$ cat config.mk
export PLATFORM = sky130hd
export DESIGN_NAME = memtest_datagen_flat
export DESIGN_NICKNAME = d
export VERILOG_FILES = /design/src/rtl/memtest_datagen_if.sv /design/src/rtl/memtest_datagen.sv /design/src/flat_wrapper.sv
export SDC_FILE = /design/constraint.sdc
export NUM_CORES = 1
export LEC_CHECK = 0
export ABC_AREA = 1
export ABC_CLOCK_PERIOD_IN_PS = 1400
export CORE_ASPECT_RATIO = 1.5
export CORE_MARGIN = 2
export CORE_UTILIZATION = 41
export DETAILED_ROUTE_END_ITERATION = 7
export PLACE_DENSITY_LB_ADDON = 0.2
export SYNTH_ARGS = -nofsm -noshare
export SYNTH_HDL_FRONTEND = slang
export SYNTH_SLANG_ARGS = --single-unit
$ cat constraint.sdc
create_clock -name clk -period 1.4 [get_ports clk]
set_input_delay 0.28 -clock clk [delete_from_list [all_inputs] [get_ports clk]]
set_output_delay 0.28 -clock clk [all_outputs]
set_load 0.02 [all_outputs]
$ cat src/rtl/memtest_datagen_if.sv
// rtl/memtest_datagen_if.sv - seed/size inputs and Avalon-ST pattern stream of the memtest data generator
interface memtest_datagen_if #(
    parameter int SIZE_W = 32
);
    logic              asi_seed_valid;
    logic [127:0]      asi_seed_data;
    logic              asi_size_valid;
    logic [SIZE_W-1:0] asi_size_data;
    logic              aso_data_valid;
    logic              aso_data_ready;
    logic [127:0]      aso_data_data;
    logic              aso_data_startofpacket;
    logic              aso_data_endofpacket;
    logic [3:0]        aso_pktstatus_data;

    modport master (
        input  asi_seed_valid, asi_seed_data, asi_size_valid, asi_size_data, aso_data_ready,
        output aso_data_valid, aso_data_data, aso_data_startofpacket, aso_data_endofpacket,
               aso_pktstatus_data
    );

    modport slave (
        output asi_seed_valid, asi_seed_data, asi_size_valid, asi_size_data, aso_data_ready,
        input  aso_data_valid, aso_data_data, aso_data_startofpacket, aso_data_endofpacket,
               aso_pktstatus_data
    );
endinterface

$ cat src/rtl/memtest_datagen.sv
// rtl/memtest_datagen.sv - four-lane LFSR pattern generator emitting fixed-length 128-bit packets
module memtest_datagen #(
    parameter int SIZE_W = 32
) (
    input  logic               clk,
    input  logic               reset,
    memtest_datagen_if.master  bus
);
    typedef enum logic {IDLE, RUN} state_t;

    state_t            state_q, state_d;
    logic [127:0]      pat_q, pat_d;
    logic [SIZE_W-1:0] rem_q, rem_d;
    logic              sop_q, sop_d;
    logic [3:0]        status_q, status_d;
    logic              xfer;

    // Each lane shifts left independently; an all-zero lane stays at zero.
    function automatic logic [127:0] advance(input logic [127:0] p);
        logic [127:0] r;
        logic [31:0]  l;
        r = '0;
        for (int n = 0; n < 4; n++) begin
            l = p[32*n +: 32];
            r[32*n +: 32] = {l[30:0], l[31] ^ l[21] ^ l[1] ^ l[0]};
        end
        return r;
    endfunction

    always_ff @(posedge clk) begin
        if (reset) begin
            state_q  <= IDLE;
            pat_q    <= '0;
            rem_q    <= '0;
            sop_q    <= 1'b0;
            status_q <= 4'h0;
        end else begin
            state_q  <= state_d;
            pat_q    <= pat_d;
            rem_q    <= rem_d;
            sop_q    <= sop_d;
            status_q <= status_d;
        end
    end

    always_comb begin
        state_d  = state_q;
        pat_d    = pat_q;
        rem_d    = rem_q;
        sop_d    = sop_q;
        status_d = status_q;
        xfer     = (state_q == RUN) && bus.aso_data_ready;
        case (state_q)
            IDLE: begin
                if (bus.asi_seed_valid) begin
                    pat_d = bus.asi_seed_data;
                end
                if (bus.asi_size_valid) begin
                    if (bus.asi_size_data != '0) begin
                        state_d  = RUN;
                        rem_d    = bus.asi_size_data;
                        sop_d    = 1'b1;
                        status_d = 4'b0001;
                    end else begin
                        status_d[2] = 1'b1;
                        status_d[1] = 1'b0;
                    end
                end
            end
            RUN: begin
                if (bus.asi_size_valid) begin
                    status_d[3] = 1'b1;
                end
                // Seed is honoured only on a transfer so the presented beat never changes under stall.
                if (xfer) begin
                    pat_d = bus.asi_seed_valid ? bus.asi_seed_data : advance(pat_q);
                    sop_d = 1'b0;
                    rem_d = rem_q - SIZE_W'(1);
                    if (rem_q == SIZE_W'(1)) begin
                        state_d     = IDLE;
                        status_d[1] = 1'b1;
                        status_d[0] = 1'b0;
                    end
                end
            end
            default: state_d = IDLE;
        endcase
    end

    always_comb begin
        bus.aso_data_valid         = (state_q == RUN);
        bus.aso_data_data          = pat_q;
        bus.aso_data_startofpacket = (state_q == RUN) && sop_q;
        bus.aso_data_endofpacket   = (state_q == RUN) && (rem_q == SIZE_W'(1));
        bus.aso_pktstatus_data     = status_q;
    end
endmodule

$ cat src/flat_wrapper.sv
// flat-port wrapper written by rule: the top's interface ports become plain ports
module memtest_datagen_flat 
#(
    parameter int SIZE_W = 32
)
  (clk, reset, bus_asi_seed_valid, bus_asi_seed_data, bus_asi_size_valid, bus_asi_size_data, bus_aso_data_ready, bus_aso_data_valid, bus_aso_data_data, bus_aso_data_startofpacket, bus_aso_data_endofpacket, bus_aso_pktstatus_data);
  memtest_datagen_if #(.SIZE_W(SIZE_W)) bus_i ();
  input  logic clk;
  input  logic reset;
  input wire logic [$bits(bus_i.asi_seed_valid)-1:0] bus_asi_seed_valid;
  input wire logic [$bits(bus_i.asi_seed_data)-1:0] bus_asi_seed_data;
  input wire logic [$bits(bus_i.asi_size_valid)-1:0] bus_asi_size_valid;
  input wire logic [$bits(bus_i.asi_size_data)-1:0] bus_asi_size_data;
  input wire logic [$bits(bus_i.aso_data_ready)-1:0] bus_aso_data_ready;
  output wire logic [$bits(bus_i.aso_data_valid)-1:0] bus_aso_data_valid;
  output wire logic [$bits(bus_i.aso_data_data)-1:0] bus_aso_data_data;
  output wire logic [$bits(bus_i.aso_data_startofpacket)-1:0] bus_aso_data_startofpacket;
  output wire logic [$bits(bus_i.aso_data_endofpacket)-1:0] bus_aso_data_endofpacket;
  output wire logic [$bits(bus_i.aso_pktstatus_data)-1:0] bus_aso_pktstatus_data;
  assign bus_i.asi_seed_valid = bus_asi_seed_valid;
  assign bus_i.asi_seed_data = bus_asi_seed_data;
  assign bus_i.asi_size_valid = bus_asi_size_valid;
  assign bus_i.asi_size_data = bus_asi_size_data;
  assign bus_i.aso_data_ready = bus_aso_data_ready;
  assign bus_aso_data_valid = bus_i.aso_data_valid;
  assign bus_aso_data_data = bus_i.aso_data_data;
  assign bus_aso_data_startofpacket = bus_i.aso_data_startofpacket;
  assign bus_aso_data_endofpacket = bus_i.aso_data_endofpacket;
  assign bus_aso_pktstatus_data = bus_i.aso_pktstatus_data;
  memtest_datagen #(.SIZE_W(SIZE_W)) u_core (.clk(clk), .reset(reset), .bus(bus_i));
endmodule
* Word-level counts from Yosys, hierarchy flattened
Index checks and enable logic that the tools add are counted.
W data, S select, Z words.
** Word-level totals
- Word-level logic and storage cells :: 64
- Input bits :: 165
- Register bits :: 166
- Output and inout port bits :: 135
** Operators by class
- Reduce and logical (&&, ||, !) cells :: 10
- Multiplexer cells :: 25
- Eq/ne operators :: 7
- $add $sub $neg :: 1
- Bitwise gates (word level) :: 13
** Operator list (number)
- $mux W128 :: 3
- $pmux W128 S2 :: 1
- $mux W32 :: 3
- $pmux W32 S2 :: 1
- $eq A32 B1 Y1 const B :: 1
- $reduce_bool A32 Y1 :: 1
- $sub A32 B1 Y32 const B :: 1
- $xor A1 B1 Y1 :: 12
- $ne A2 B2 Y1 const B :: 5
- $mux W1 :: 9
- $reduce_and A3 Y1 :: 3
- $mux W2 :: 3
- $pmux W1 S2 :: 3
- $mux W4 :: 1
- $pmux W2 S2 :: 1
- $reduce_and A2 Y1 :: 2
- $reduce_and A4 Y1 :: 1
- $logic_and A1 B1 Y1 :: 3
- $ne A2 B1 Y1 const B :: 1
- $not A1 Y1 :: 1

* Logic depth before layout (Yosys ltp)
Gate-level depths: netlist of the first run.
- Word-level depth :: 6
- Gate-level depth with buffers :: 11
- Mapped depth without buffers :: 11

* Worst setup path before layout of the first run
Ideal clock, no wire load.
- Path kind :: reg2reg
- From :: register u_core.state_q, in the netlist u_core.bus.aso_data_valid
- To :: register u_core.pat_q[66], in the netlist u_core.bus.aso_data_data[66]
- Arrival :: 1.434 ns
- Stages on the path, launching flop included :: 8
- Required time :: 1.272 ns
- Slack :: -0.163 ns
- Library setup time :: 0.128 ns
- Period minus slack after synthesis :: 1.563 ns
- Path through :: dfxtp_1 -> buf_4 -> inv_2 -> nor2_4 -> buf_6 -> clkbuf_4 -> mux2i_1 -> a21oi_1
** On the way
- Cells in the longest elaborated chain, start to end :: 3
- Elaborated cells on any way between the ends :: 6
- Classes of those cells :: eq/ne (2); mux (1); bitwise (1); reduce/logical (2)
** RTL lines
- start, declared :: RTL line memtest_datagen.sv:11 : state_t state_q, state_d;
- start signal, assigned :: RTL line memtest_datagen.sv:38 : state_q <= state_d;
- $logic_and A1 B1 Y1 or $not A1 Y1 (tied branches)
- $ne A2 B2 Y1 (no line)
- $reduce_and A2 Y1 (no line)
- end signal, assigned :: RTL line memtest_datagen.sv:39 : pat_q <= pat_d;
- end, declared :: RTL line memtest_datagen.sv:12 : logic [127:0] pat_q, pat_d;
Parallel ways exist; a longest one is shown, timed or not.
A chain may end at the register's enable or synchronous reset.

* Worst setup path in the final report of the first run
- From :: register u_core.rem_q[14]
- To :: register u_core.rem_q[29]
** On the way
- Cells in the longest elaborated chain, start to end :: 3
** RTL lines
- start, declared :: RTL line memtest_datagen.sv:13 : logic [SIZE_W-1:0] rem_q, rem_d;
- start signal, assigned :: RTL line memtest_datagen.sv:40 : rem_q <= rem_d;
- $sub A32 B1 Y32 :: RTL line memtest_datagen.sv:78 : rem_d = rem_q - SIZE_W'(1);
- $mux W32 :: RTL line memtest_datagen.sv:75 : if (xfer) begin
- $pmux W32 S2 :: RTL line memtest_datagen.sv:53 : case (state_q)
Every way passes these cells. The select of a mux whose other input is x is not followed.

==> results of run 1 <==
==> per-stage QoR <==
stage / area (um2) / cells / TNS [ps] / worst slack [ps]
final: 15300 / 1840 / -25780 / -601
after floorplan: 8350 / 1077 / -41.0 / -2.48
after global routing: 15300 / 1840 / -35270 / -630
after CTS: 14700 / 1809 / -11020 / -374
after detailed placement: 12800 / 1736 / -73950 / -742
after global placement: 12800 / 1736 / -71350 / -718
==> cell type report <==
class / count / share of cell area (%)
multi-input cells: 792 / 35.5
repair buffers: 542 / 35.3
flip-flops and latches: 166 / 21.9
clock buffers: 19 / 2.89
well taps: 260 / 2.12
inverters: 48 / 1.48
clock inverters: 12 / 0.783
diodes: 1 / 0.0163
==> state kept, by name, summed over array words and instances (netlist names) <==
register,cells
u_core.sop_q,1
u_core.rem_q,32
u_core.bus.aso_pktstatus_data,4
u_core.bus.aso_data_valid,1
u_core.bus.aso_data_data,128
==> report_power, final <==
part	leakage (nW)	switching, mW	internal (mW)	total (mW)
registers	1.38	0.397	5.19	5.59
logic	4.67	3.17	2.86	6.04
clock network	0.267	2.14	2.52	4.66
total	6.32	5.71	10.6	16.3
==> kinds of logic (layout without fill, tap and decap cells) <==
| family | count (synthesis) | count (layout) |
|---|---|---|
| compound gates | 340 | 340 |
| simple gates | 315 | 315 |
| flops | 166 | 166 |
| mux | 124 | 124 |
| buf+inv | 119 | 621 |
| xor+xnor | 11 | 11 |
| fa+ha+maj | 2 | 2 |
| other cells | 0 | 1 |
==> what timing repair did <==
item	in CTS	in global routing
setup buffers	29	38
setup endpoints to repair	300	219
gates resized for setup	691	270
cloned	15	3
pin swaps	103	150
==> per-layer routing <==
layer | up-vias | global-route usage, % | share of wire [%]
met1 | 4826 | 33.7 | 34
met3 | 212 | 7.78 | 8.4
li1 | 4691 | - | -
met5 | - | 0 | 0
met2 | 668 | 56.5 | 51
met4 | 0 | 18.6 | 6.6
==> cell usage after synthesis, types with 2 or more instances <==
master | count | area (um2)
a21boi_0 | 2 | 15.0
a21oi_1 | 155 | 776
a31oi_1 | 9 | 56.3
buf_1 | 5 | 18.8
buf_2 | 21 | 105
buf_4 | 5 | 37.5
buf_6 | 2 | 22.5
clkbuf_1 | 36 | 135
clkbuf_4 | 2 | 15.0
dfxtp_1 | 166 | 3320
ha_1 | 2 | 25.0
inv_1 | 44 | 165
inv_2 | 3 | 11.3
mux2i_1 | 124 | 1240
nand2_1 | 135 | 507
nand2_2 | 2 | 12.5
nand2_4 | 2 | 22.5
nand3_1 | 40 | 200
nand4_1 | 8 | 50.1
nor2_1 | 111 | 417
nor2_2 | 3 | 18.8
nor2_4 | 3 | 33.8
nor3_1 | 2 | 10.0
o21ai_0 | 169 | 846
o21bai_1 | 3 | 22.5
or2_2 | 8 | 50.1
xnor2_1 | 9 | 78.8
xor2_1 | 2 | 17.5
==> critical path: stages (launching register included) <==
cell     delay, ps
dfxtp_2        380
buf_6          160
nor2_4         140
buf_4          130
nand2_1         60
nor2_2         300
nand2_1        170
nor2_1         180
nand2_1         90
nand3_1        100
nand3_1         80
a21oi_1        130
==> worst paths after layout <==
check / from / endpoint / slack [ps] / depth (start not counted)
hold reg to reg: u_core.bus.aso_pktstatus_data[1] / u_core.bus.aso_pktstatus_data[1] / 510 / 2
hold / removal: bus_asi_size_data[17] / u_core.rem_q[17] / 340 / 4
setup / recovery: u_core.rem_q[14] / u_core.rem_q[29] / -600 / 11
setup reg to reg: u_core.rem_q[14] / u_core.rem_q[29] / -600 / 11
==> flow_summary.yaml, run 1 <==
global_routing:
  grt_max_degree: 55
  grt_pass1_vias: 9797
  grt_pass1_wl_um: 52500
  globalRouteOverflowTotal: 0
  antenna_found_initial: 1
  grtUsageTotal_pct: 31.7
floorplan:
  core_um2: 19800
  fp.dieW_um: 120
  io_pins: 300
  die_area_um2: 21300
  start_util_pct: 41.8
  rows: 63
  die_y_um: 178
drt:
  final_antenna_net_count: 0
  drt_first_pass_iters: 6
  drcViolationCount: 0
  wl_per_cell_um: 21.2
  drt-total-wl_um: 39000
  vias: 10397
  drt_iter0_drc: 1050
  viasPerCell: 5.65
logic_synthesis:
  synth-seq-cells: 166
  syn-num-nets: 1244
  synth_top_family_by_area: "compound AO/OA/AOI/OAI gates"
  synth_simple_gate_area_share_pct: 16.1
  syn_area_um2: 8270
  ys_warn_count: 0
  synth_compound_area_share_pct: 21.0
  synth_seq_area_share_pct: 40.2
  synth.area.mux_share_pct: 15.0
  syn_area_per_cell_um2: 7.68
  synthAdderAreaFrac_pct: 0.303
  syn_inst: 1077
  synth_ff_type: "dfxtp_1"
  async_reset_ff_share_pct: 0
  synth_edf_count: 0
  synth_cell_types: 32
  synth_xor_area_share_pct: 1.17
sta:
  slew_violations: 0
  hold_viol_final: 0
  setup_slack_ps: -601
  worst_slew_pin_slew_ps: 342
  rsz0062_at_grt: "yes"
  slew_headroom_pct: 77.0
  hold_ws_ps: 344
  min_period_over_period_pct: 143
  finalClockSkew_ps: 15.4
  fin_crit_ps: 2000
  fmax_mhz: 500
  setup-violations-final: 165
cts:
  cts.sinks: 166
  tritoncts.num_buffers: 17
  path_clk_slew_ps: 80
  clockRootBuffer: "clkbuf_16"
  cts_buffer_depth: 2
  hold_buffers: 0
  cts.htree.levels: 4
  cts_tree: "done"
  clk_latency_ps: 450
critical_path:
  path_max_fanout: 4
  worstSetupPathType: "flip-flop to flip-flop"
  crit_path_start_kind: "flip-flop"
  worstPathRequired_ps: 1790
  cp_data_arrival_time_ps: 2390
  end_kind: "flip-flop"
final_layout:
  syn_to_final_growth_pct: 85.5
  drive_above_1_share_pct: 41.1
  final_common_cell: "buf_4"
  post-route-util_pct: 77.5
  seq_area_um2: 3360
  multiInputGateArea_um2: 5450
  layout.nets: 1734
  n_fill_cell: 1276
  layout_common_cells: "buf_4 (144), dfxtp_1 (143), a21oi_1 (135)"
flow_run:
  maxCapViolCount: 0
outcome:
  outcome: "complete, but fails checks"
  violations: "negative setup slack"
place:
  port_buffers: 299
  gp_congestion: 0.953
  dpl.hpwl_um: 22500
pwr:
  vdd_drop_max_mv: 1.06
  powerDensity_nw_per_um2: 1060
  p_leak_nw: 6.32
  p_total_mw: 16.3
worst_hold_path:
  hold_path.class: "input pin to flip-flop"
No activity file was read; power rests on OpenSTA's default activity.
==> inputs of run 2 (changes only) <==
--- a/config.mk
+++ b/config.mk
@@ -12,6 +12,7 @@
 export CORE_UTILIZATION = 41
 export DETAILED_ROUTE_END_ITERATION = 7
 export PLACE_DENSITY_LB_ADDON = 0.2
+export SETUP_SLACK_MARGIN = 0.4
 export SYNTH_ARGS = -nofsm -noshare
 export SYNTH_HDL_FRONTEND = slang
 export SYNTH_SLANG_ARGS = --single-unit
==> flow_summary.yaml, run 2 (synthesized netlist as in run 1, its figures left out) <==
outcome:
  violations: "negative setup slack"
  outcome: "complete, but fails checks"
cts:
  hold_buffers: 0
  cts.htree.levels: 4
  cts_tree: "done"
  clockRootBuffer: "clkbuf_16"
  cts.sinks: 166
  tritoncts.num_buffers: 17
  clk_latency_ps: 440
  path_clk_slew_ps: 70
  cts_buffer_depth: 2
sta:
  hold_viol_final: 0
  finalClockSkew_ps: 9.07
  fmax_mhz: 541
  fin_crit_ps: 1850
  min_period_over_period_pct: 132
  setup_slack_ps: -449
  hold_ws_ps: 328
  worst_slew_pin_slew_ps: 450
  slew_headroom_pct: 69.7
  slew_violations: 0
  rsz0062_at_grt: "yes"
  finalSetupTns_ps: -36990
  setup-violations-final: 166
global_routing:
  antenna_found_initial: 0
  grt_pass1_wl_um: 57500
  grt_pass1_vias: 10937
  grt_max_degree: 58
  grtUsageTotal_pct: 34.7
  globalRouteOverflowTotal: 0
critical_path:
  crit_path_start_kind: "flip-flop"
  end_kind: "output pin"
  worstSetupPathType: "flip-flop to output pin"
  startpoint: "u_core.rem_q[9]"
  r2r_start: "u_core.bus.aso_data_valid"
  worstPathRequired_ps: 1120
  path_max_fanout: 2
  cp_data_arrival_time_ps: 1570
drt:
  final_antenna_net_count: 0
  viasPerCell: 5.85
  drt_iter0_drc: 879
  top_layer_used: "met4"
  wl_met2_um: 23000
  vias: 11338
  drt-total-wl_um: 44500
  drcViolationCount: 0
  drt_first_pass_iters: 5
  met3_length_um: 3520
  wl_per_cell_um: 23.0
  drt-met1-wl_um: 14600
final_layout:
  layout_common_cells: "buf_4 (244), buf_6 (179), dfxtp_2 (143)"
  layout.nets: 1832
  syn_to_final_growth_pct: 106
  post-route-util_pct: 86.1
  drive_above_1_share_pct: 54.1
  final_common_cell: "buf_4"
  largest_reg_flops: 128
pwr:
  p_leak_nw: 7.20
  p_int_mw: 11.7
  powerDensity_nw_per_um2: 1030
  p_sw_mw: 5.85
  swShare_pct: 33.2
  combPwrFrac_pct: 38.8
  seqPwrFrac_pct: 32.4
  clockPowerShare_pct: 28.8
  p_total_mw: 17.6
  vdd_drop_max_mv: 0.984
place:
  dpl.hpwl_um: 22500
  dpl_worst_slack_ps: -700
  port_buffers: 299
  gp_congestion: 0.941
floorplan:
  rows: 63
  die_area_um2: 21300
  fp.dieW_um: 120
  core_um2: 19800
  io_pins: 300
  start_util_pct: 41.8
  die_y_um: 178
worst_hold_path:
  min_from: "bus_asi_size_data[2]"
  hold_path.class: "input pin to flip-flop"
flow_run:
  maxCapViolCount: 0
[run 2: cell types whose count changed in the layout (fill, tap and decap cells not counted), sizes merged, moves of 2 or more]
cell / before / now
clkbuf: 40 / 30
clkinvlp: 3 / 1
bufinv: 1 / 4
inv: 51 / 47
clkdlybuf4s15: 72 / 17
buf: 292 / 470
dlygate4sd2: 25 / 9
[run 2: path summary, 6_finish.rpt]
check | depth (start not counted) | slack [ps] | to
min | 6 | 330 | u_core.rem_q[2]
max reg2reg | 7 | -380 | u_core.bus.aso_data_data[34]
min reg2reg | 2 | 470 | u_core.bus.aso_pktstatus_data[0]
max | 6 | -450 | bus_aso_data_endofpacket
[run 2: final cells by class]
class,count,area [um2]
clock buffer,21,460
timing repair buffer,638,6630
timing repair inverter,1,11.3
tap,260,325
sequential,166,3540
inverter,48,240
antenna,2,5.00
multi-input combinational,793,5670
clock inverter,9,151
fill,930,2760
[run 2: power groups by stage]
| stage | Sequential, mW | Combinational, mW | Clock (mW) |
|---|---|---|---|
| finish | 5.70 | 6.83 | 5.07 |
| global route | 5.73 | 7.10 | 5.24 |
| CTS | 5.64 | 5.89 | 5.03 |
| detailed placement | 5.61 | 4.61 | 0 |
| global placement | 5.60 | 4.56 | 0 |
| floorplan | 6.05 | 1.72 | 0 |
[run 2: critical path, cell delays in order (launching register included)]
cell	delay (ps)
dfxtp_2	340
nor2_4	140
nand4_1	120
nor2_1	120
buf_4	140
and2_4	160
buf_6	120
[run 2: layer usage]
layer  up-vias  track usage, %
met5         -               0
met4         0            21.4
met3       229            8.93
met2       732            63.5
met1      5470            34.7
li1       4907               -
[run 2: through the flow]
step           instance area, um2  instances
2_1_floorplan                8550       1077
3_3_place_gp                12900       1735
3_5_place_dp                12900       1735
4_1_cts                     15900       1894
5_1_grt                     17000       1936
6_report                    17000       1938
[run 2: timing repair]
item	in CTS	in global routing
pin swaps	114	121
buffers inserted	112	38
gates resized for setup	1201	194
endpoints found under the hold margin	0	0
gates cloned	17	4
endpoints found under the setup margin	301	301
